[config.mk]
export PLATFORM = sky130hd
export DESIGN_NAME = pc_gen
export DESIGN_NICKNAME = d
export VERILOG_FILES = /design/src/rtl/pc_gen.sv
export SDC_FILE = /design/constraint.sdc
export NUM_CORES = 1
export LEC_CHECK = 0
export ABC_AREA = 1
export CORE_MARGIN = 2
export CORE_UTILIZATION = 35
export DETAILED_ROUTE_END_ITERATION = 7
export REMOVE_ABC_BUFFERS = 1
export SLEW_MARGIN = 20
export SYNTH_ARGS = -nofsm -noshare
export SYNTH_HDL_FRONTEND = slang
export SYNTH_SLANG_ARGS = --single-unit
[constraint.sdc]
create_clock -name clk -period 3.3 [get_ports clk]
set_input_delay 0.99 -clock clk [delete_from_list [all_inputs] [get_ports clk]]
set_output_delay 0.99 -clock clk [all_outputs]
set_load 0.005 [all_outputs]
[src/rtl/pc_gen.sv]
// pc_gen: program-counter generator for the fetch stage.
//
// Holds the fetch address and advances it by 4 whenever fetch is accepted.
// It redirects on a resolved branch or jalr; if the redirect arrives while
// the pipeline is stalled, the target is parked in a pending register until
// the stall clears. ecall/ebreak moves it into a HALTED state, which only
// reset leaves.
//
// Optional feature: define PC_MISALIGN_EN to reject redirect targets that are
// not word aligned. A rejected redirect leaves pc and state unchanged and
// pulses `misaligned` for one cycle. Without the macro the port is absent and
// the target's low two bits are forced to zero.
//
// Ports:
//   clk, rst         clock; asynchronous active-high reset
//   stall            hazard hold, suppresses sequential advance
//   branch_taken     branch/jal resolved taken (1-cycle pulse)
//   branch_base      PC of the redirecting instruction
//   branch_offset    pre-shifted branch immediate
//   jalr_taken       jalr resolved (1-cycle pulse), wins over branch_taken
//   jalr_target      rs1+imm from the ALU
//   halt             ecall/ebreak halt request, overrides everything
//   fetch_ready      imem accepts pc this cycle
//   pc               registered fetch address
//   pc_plus4         pc+4 (link value)
//   fetch_valid      pc is a valid fetch request
//   halted           high in HALTED
//   misaligned       (PC_MISALIGN_EN only) rejected-redirect pulse
module pc_gen #(
  parameter logic [31:0] RESET_PC = 32'h0000_0000
) (
  input  logic        clk,
  input  logic        rst,
  input  logic        stall,
  input  logic        branch_taken,
  input  logic [31:0] branch_base,
  input  logic [31:0] branch_offset,
  input  logic        jalr_taken,
  input  logic [31:0] jalr_target,
  input  logic        halt,
  input  logic        fetch_ready,
  output logic [31:0] pc,
  output logic [31:0] pc_plus4,
  output logic        fetch_valid,
`ifdef PC_MISALIGN_EN
  output logic        misaligned,
`endif
  output logic        halted
);

  typedef enum logic [1:0] {RUN, PEND, HALTED} state_t;

  state_t      state;
  logic [31:0] pending;
  logic        redirect;
  logic [31:0] raw_target;
  logic [31:0] target;
  logic        take;

  assign redirect   = jalr_taken | branch_taken;
  // jalr wins when both resolve in the same cycle; its bit 0 is always dropped.
  assign raw_target = jalr_taken ? (jalr_target & ~32'h1)
                                 : (branch_base + branch_offset);

`ifdef PC_MISALIGN_EN
  logic bad_target;
  assign bad_target = raw_target[1:0] != 2'b00;
  assign target     = raw_target;
  assign take       = redirect & ~bad_target;
`else
  assign target     = raw_target & ~32'h3;
  assign take       = redirect;
`endif

  assign pc_plus4    = pc + 32'd4;
  assign fetch_valid = (state == RUN) & ~stall & ~rst;
  assign halted      = (state == HALTED);

  always_ff @(posedge clk or posedge rst) begin
    if (rst) begin
      pc      <= RESET_PC;
      state   <= RUN;
      pending <= 32'h0;
`ifdef PC_MISALIGN_EN
      misaligned <= 1'b0;
`endif
    end else begin
`ifdef PC_MISALIGN_EN
      // Pulse only for redirects that would otherwise have been acted on.
      misaligned <= redirect & bad_target & ~halt & (state != HALTED);
`endif
      case (state)
        RUN: begin
          if (halt) begin
            state   <= HALTED;
            pending <= 32'h0;
          end else if (take) begin
            if (!stall) begin
              // Outstanding fetch is abandoned, so fetch_ready is ignored.
              pc <= target;
            end else begin
              pending <= target;
              state   <= PEND;
            end
          end else if (!redirect && !stall && fetch_ready) begin
            pc <= pc_plus4;
          end
        end
        PEND: begin
          if (halt) begin
            state   <= HALTED;
            pending <= 32'h0;
          end else begin
            if (take) pending <= target;
            if (!stall) begin
              // A redirect arriving in the release cycle is newer than pending.
              pc    <= take ? target : pending;
              state <= RUN;
            end
          end
        end
        default: ; // HALTED: frozen until reset
      endcase
    end
  end

endmodule

==> After elaboration in Yosys (flattened, before gate mapping) <==
Cells that the tools add are included.
{ "totals": {"ff_bits": 66, "in_bits": 103} }
{ "classes": {"addsub": 2, "eq_ne": 10, "muxes": 20, "bitwise_logic": 5, "reduce_logical": 9} }
{ "op_table": {"columns": ["op", "n"], "rows": [
  ["$mux 32", 12],
  ["$pmux 32 s2", 2],
  ["$add 32x3->32 const B", 1],
  ["$add 32x32->32", 1],
  ["$ne 3x3->1 const B", 4],
  ["$mux 2", 5],
  ["$ne 2x2->1 const B", 3],
  ["$reduce_and 6->1", 1],
  ["$pmux 2 s2", 1],
  ["$reduce_and 4->1", 1],
  ["$ne 3x2->1 const B", 1],
  ["$reduce_and 3->1", 1],
  ["$and 1x1->1", 2],
  ["$eq 2x1->1 const B", 1],
  ["$eq 2x2->1 const B", 1],
  ["$logic_and 1x1->1", 2],
  ["$logic_not 1->1", 2],
  ["$logic_not 2->1", 1],
  ["$not 1->1", 2],
  ["$reduce_bool 2->1", 1],
  ["$or 1x1->1", 1]
]} }

==> Depth between registers and ports, before layout <==
{ "logic_depth": {"ltp_word": 8, "ltp_mapped": 19} }

==> Worst setup path after synthesis <==
OpenSTA, ideal clock, no wires.
{ "synth_timing": {"kind": "input port to flip-flop", "from": "input branch_base[2]", "to": "register pending[11]", "setup_time_ps": 117, "arrival_time_ps": 2471, "setup_slack_ps": 713, "cell_stages": 16, "path_buffers": 0, "path_cell_list": "ha_1 nand2_1 nand2_1 inv_1 o21ai_0 nand2_1 nand3_1 or2_2 nand3_1 nand2_1 nand2_1 nand2_1 nand2_1 nand2_1 nand2_1 nand2_1"} }
{ "synth_via": {"elab_chain_len": 6, "word_cells_on_any_way": 8} }
{ "synth_rtl": {"columns": ["element", "line_no", "source"], "rows": [
  ["start, declared", "36", "input logic [31:0] branch_base,"],
  ["$add 32x32->32 (*)", "63", ": (branch_base + branch_offset);"],
  ["$mux 32 (*)", "62", "assign raw_target = jalr_taken ? (jalr_target & ~32'h1)"],
  ["$mux 32", "98", "if (!stall) begin"],
  ["$mux 32", "97", "end else if (take) begin"],
  ["$mux 32", "94", "if (halt) begin"],
  ["$pmux 32 s2 (*)", "92", "case (state)"],
  ["end signal, assigned", "102", "pending <= target;"],
  ["end signal, assigned", "114", "if (take) pending <= target;"],
  ["end, declared", "54", "logic [31:0] pending;"]
]} }
Mark *: on every way between the ends. The rest lies on a longest branch, timed or not. The select of a mux whose other input is x is not followed.
A chain may end at the register's enable or synchronous reset.

==> Worst setup path in the final report <==
{ "layout_timing": {"from": "register pc[12]", "to": "output pc_plus4[19]"} }
{ "layout_via": {"elab_chain_len": 1} }
{ "layout_rtl": {"columns": ["element", "line_no", "source"], "rows": [
  ["start, declared", "42", "output logic [31:0] pc,"],
  ["start signal, assigned", "100", "pc <= target;"],
  ["start signal, assigned", "106", "pc <= pc_plus4;"],
  ["start signal, assigned", "117", "pc <= take ? target : pending;"],
  ["$add 32x3->32", "75", "assign pc_plus4 = pc + 32'd4;"],
  ["end, declared", "43", "output logic [31:0] pc_plus4,"]
]} }
Every way passes these cells.

==> flow_metrics.py <==
metrics = {
    "critical_path": {
        "r2r-start": "pc[12]$_DFFE_PP0P_",
        "cp_max_fo": 3,
        "worstSetupStartpointType": "flop",
        "worstSetupStartpoint": "pc[12]$_DFFE_PP0P_",
        "crit_required_ns": 2.31,
        "cp.arrival_ns": 2.23,
        "end_kind": "primary output",
        "crit_type": "reg -> out",
    },
    "drt": {
        "drt_pass1_iterations": 5,
        "drtIter0Drc": 469,
        "ant_nets": 0,
        "vias_per_cell": 4.745,
        "drc": 0,
        "drt_wl_total_um": 24340,
        "wl_per_cell_um": 13.81,
        "via_count": 8365,
    },
    "timing": {
        "timing.fmax_mhz": 310.4,
        "rsz0062_at_grt": "yes",
        "clock_skew_ns": 0.01030,
        "fin_crit_sh_pct": 97.62,
        "fin_hold_ws_ns": 0.4753,
        "setup-violations-final": 0,
        "slew_viol_final": 0,
        "finalWorstSetupSlack_ns": 0.07849,
        "tightest_slew_ns": 0.6070,
        "worst_slew_margin_rel_pct": 59.54,
        "hold_viol": 0,
        "period_minus_slack_ns": 3.222,
    },
    "synth": {
        "synth_cell_types": 45,
        "yosys-top-cells-area": "nand2_1 (34%), dfrtp_1 (23%), inv_1 (8.0%), nand3_1 (6.1%), ha_1 (5.4%)",
        "ys_async_sr_fraction_pct": 100.0,
        "post_synth.cell_area_avg_um2": 5.641,
        "synth_flop_cell": "dfrtp_1",
        "synth_edf_count": 0,
        "synth.largest_area_cell": "nand2_1",
        "synthCells": 1267,
        "syn-cell-area_mm2": 0.007147,
        "ys_seq_area_share_pct": 23.11,
        "synth_seq_cells": 66,
        "yosysWarnings": 0,
        "synth.top_cell.area_share_pct": 33.61,
    },
    "global_route": {
        "grt_overflow": 0,
        "grt_max_degree": 67,
        "grt_use_total_pct": 22.53,
        "grt_pass1_vias": 7738,
        "grt_pass1_wl_um": 39170,
        "antenna_found_initial": 0,
    },
    "clock_tree": {
        "path_clk_slew_ns": 0.06,
        "clk_latency_ns": 0.34,
        "root_buffer": "clkbuf_16",
        "clockBufferDepth": 2,
        "numCtsBuffers": 9,
        "cts.sinks": 66,
        "hold_buffers": 0,
        "htree_levels": 3,
        "cts_tree": "yes",
    },
    "flow_run": {
        "cap_violations": 0,
    },
    "finish": {
        "drive_gt1_share_pct": 12.86,
        "stdcell_count": 1763,
        "mostFrequentLayoutCells": "nand2_1 (634), clkdlybuf4s50_1 (159), inv_1 (152)",
        "fillers": 2080,
        "final_area_mm2": 0.01013,
        "synthToLayoutAreaGrowth_pct": 41.77,
        "layout_commonest_cell": "nand2_1",
        "nNetsFinal": 1623,
        "utilization_pct": 50.40,
        "diodes": 0,
    },
    "power": {
        "p_leak_nw": 5.729,
        "irDropWorstVdd_mv": 0.2456,
        "p_seq_share_pct": 31.6,
        "clock_power_share_pct": 35.5,
        "p_int_mw": 1.728,
        "power.density_mw_per_mm2": 254.6,
        "power_switching_share_pct": 33.03,
        "p_comb_share_pct": 32.9,
        "power.switching_mw": 0.8522,
    },
    "place": {
        "postPlaceCellArea_mm2": 0.009453,
        "hpwl_um": 18520,
        "place_ws_ns": -0.1095,
        "place.gp.congestion": 0.8945,
        "port_buffers": 166,
        "dp.cells": 1724,
    },
    "floorplan": {
        "rows": 52,
        "initial_core_util_pct": 35.55,
        "coreArea_mm2": 0.02010,
        "die_h_um": 146.9,
        "die_area_mm2": 0.02158,
        "ios": 169,
        "die_width_um": 146.9,
    },
    "worst_hold_path": {
        "hp-class": "reg -> reg",
        "hold_start": "pending[8]$_DFFE_PP0P_",
    },
    "run_status": {
        "status": "finished, final reports clean",
    },
}
-- worst max-delay path, cell delays in order (launching register included) --
cell	delay, ns
dfrtp_1	0.37
nand2_1	0.13
nor2_2	0.18
nand2_1	0.12
nor3_1	0.25
xor2_1	0.29
clkdlybuf4s50_1	0.55
-- path summary, 6_finish.rpt --
check | slack (ns) | to | depth (start not counted)
max | 0.08 | pc_plus4[19] | 6
min | 0.48 | pending[8]$_DFFE_PP0P_ | 1
max reg2reg | 1.31 | pc[31]$_DFFE_PP0P_ | 13
min reg2reg | 0.48 | pending[8]$_DFFE_PP0P_ | 1
max in group asynchronous | 1.87 | pc[23]$_DFFE_PP0P_ | 3
min in group asynchronous | 1.09 | pc[4]$_DFFE_PP0P_ | 3
-- sequential cells by signal, indices dropped and copies added (netlist names) --
register  cells
pc           32
state         2
pending      32
-- power by group through the flow --
stage / sequential (mW) / combinational (mW) / clock [mW]
2_1_floorplan: 0.830 / 0.507 / 0
3_3_place_gp: 0.830 / 0.846 / 0
3_5_place_dp: 0.830 / 0.852 / 0
4_1_cts: 0.815 / 0.857 / 0.914
5_1_grt: 0.816 / 0.973 / 0.947
6_report: 0.815 / 0.850 / 0.915
-- routing by layer --
metal	global-route usage, %	wire length, µm	vias up
li1	-	-	4351
met1	30.72	11360	3769
met2	38.10	11280	225
met3	3.261	1426	20
met4	4.808	271	0
met5	0	0	-
-- layout make-up --
type	instances	area [µm²]	share of cell area [%]
clock buffers	12	256.5	2.531
multi-input cells	1005	4923	48.59
inverters	159	596.8	5.890
repair buffers	248	2328	22.98
clock inverters	3	15.01	0.1482
well taps	270	337.8	3.334
flip-flops and latches	66	1674	16.52
-- cells in the mapped netlist, types with 2 or more instances --
cell type / n
o21bai_1: 3
nand2_1: 640
a31oi_1: 4
o211ai_1: 7
nand4_1: 6
inv_2: 6
buf_1: 4
nor2_1: 72
nor3_1: 12
inv_1: 153
buf_2: 13
ha_1: 31
clkbuf_1: 16
nand3_1: 87
nor2_4: 5
nand3b_1: 3
o22ai_1: 4
nor4_1: 3
a21oi_1: 32
o221ai_1: 2
nand2_2: 3
o21ai_0: 13
xor2_1: 20
or2_2: 19
o21ai_1: 4
a21o_1: 3
nor3_2: 3
nor2_2: 3
dfrtp_1: 66
xnor2_1: 14
buf_4: 2
-- repair_timing --
| item | 4_1_cts | 5_1_grt |
|---|---|---|
| endpoints found under the setup margin | 19 | 22 |
| setup buffers | 6 | 18 |
| gates resized for setup | 26 | 36 |
| pin swaps | 4 | 8 |
-- cells by family (layout without fill, tap and decap cells) --
| logic type | after synthesis | count (layout) | synth area share (%) |
|---|---|---|---|
| buffers and inverters | 196 | 422 | 10.87 |
| AOI/OAI and AO/OA | 77 | 77 | 6.372 |
| muxes | 2 | 2 | 0.2976 |
| xor gates and xnor gates | 36 | 36 | 4.622 |
| and+or+nand+nor | 859 | 859 | 49.30 |
| adders and majority gates | 31 | 31 | 5.427 |
| DFF | 66 | 66 | 23.11 |
-- through the flow --
| step | setup TNS (ns) | total power, mW |
|---|---|---|
| after floorplan | -17.07 | 1.337 |
| after global placement | -0.4049 | 1.676 |
| after detailed placement | -0.9206 | 1.682 |
| after CTS | -0.02446 | 2.587 |
| after global routing | -0.02384 | 2.736 |
| final | 0 | 2.580 |
No activity file was read; power rests on OpenSTA's default activity.
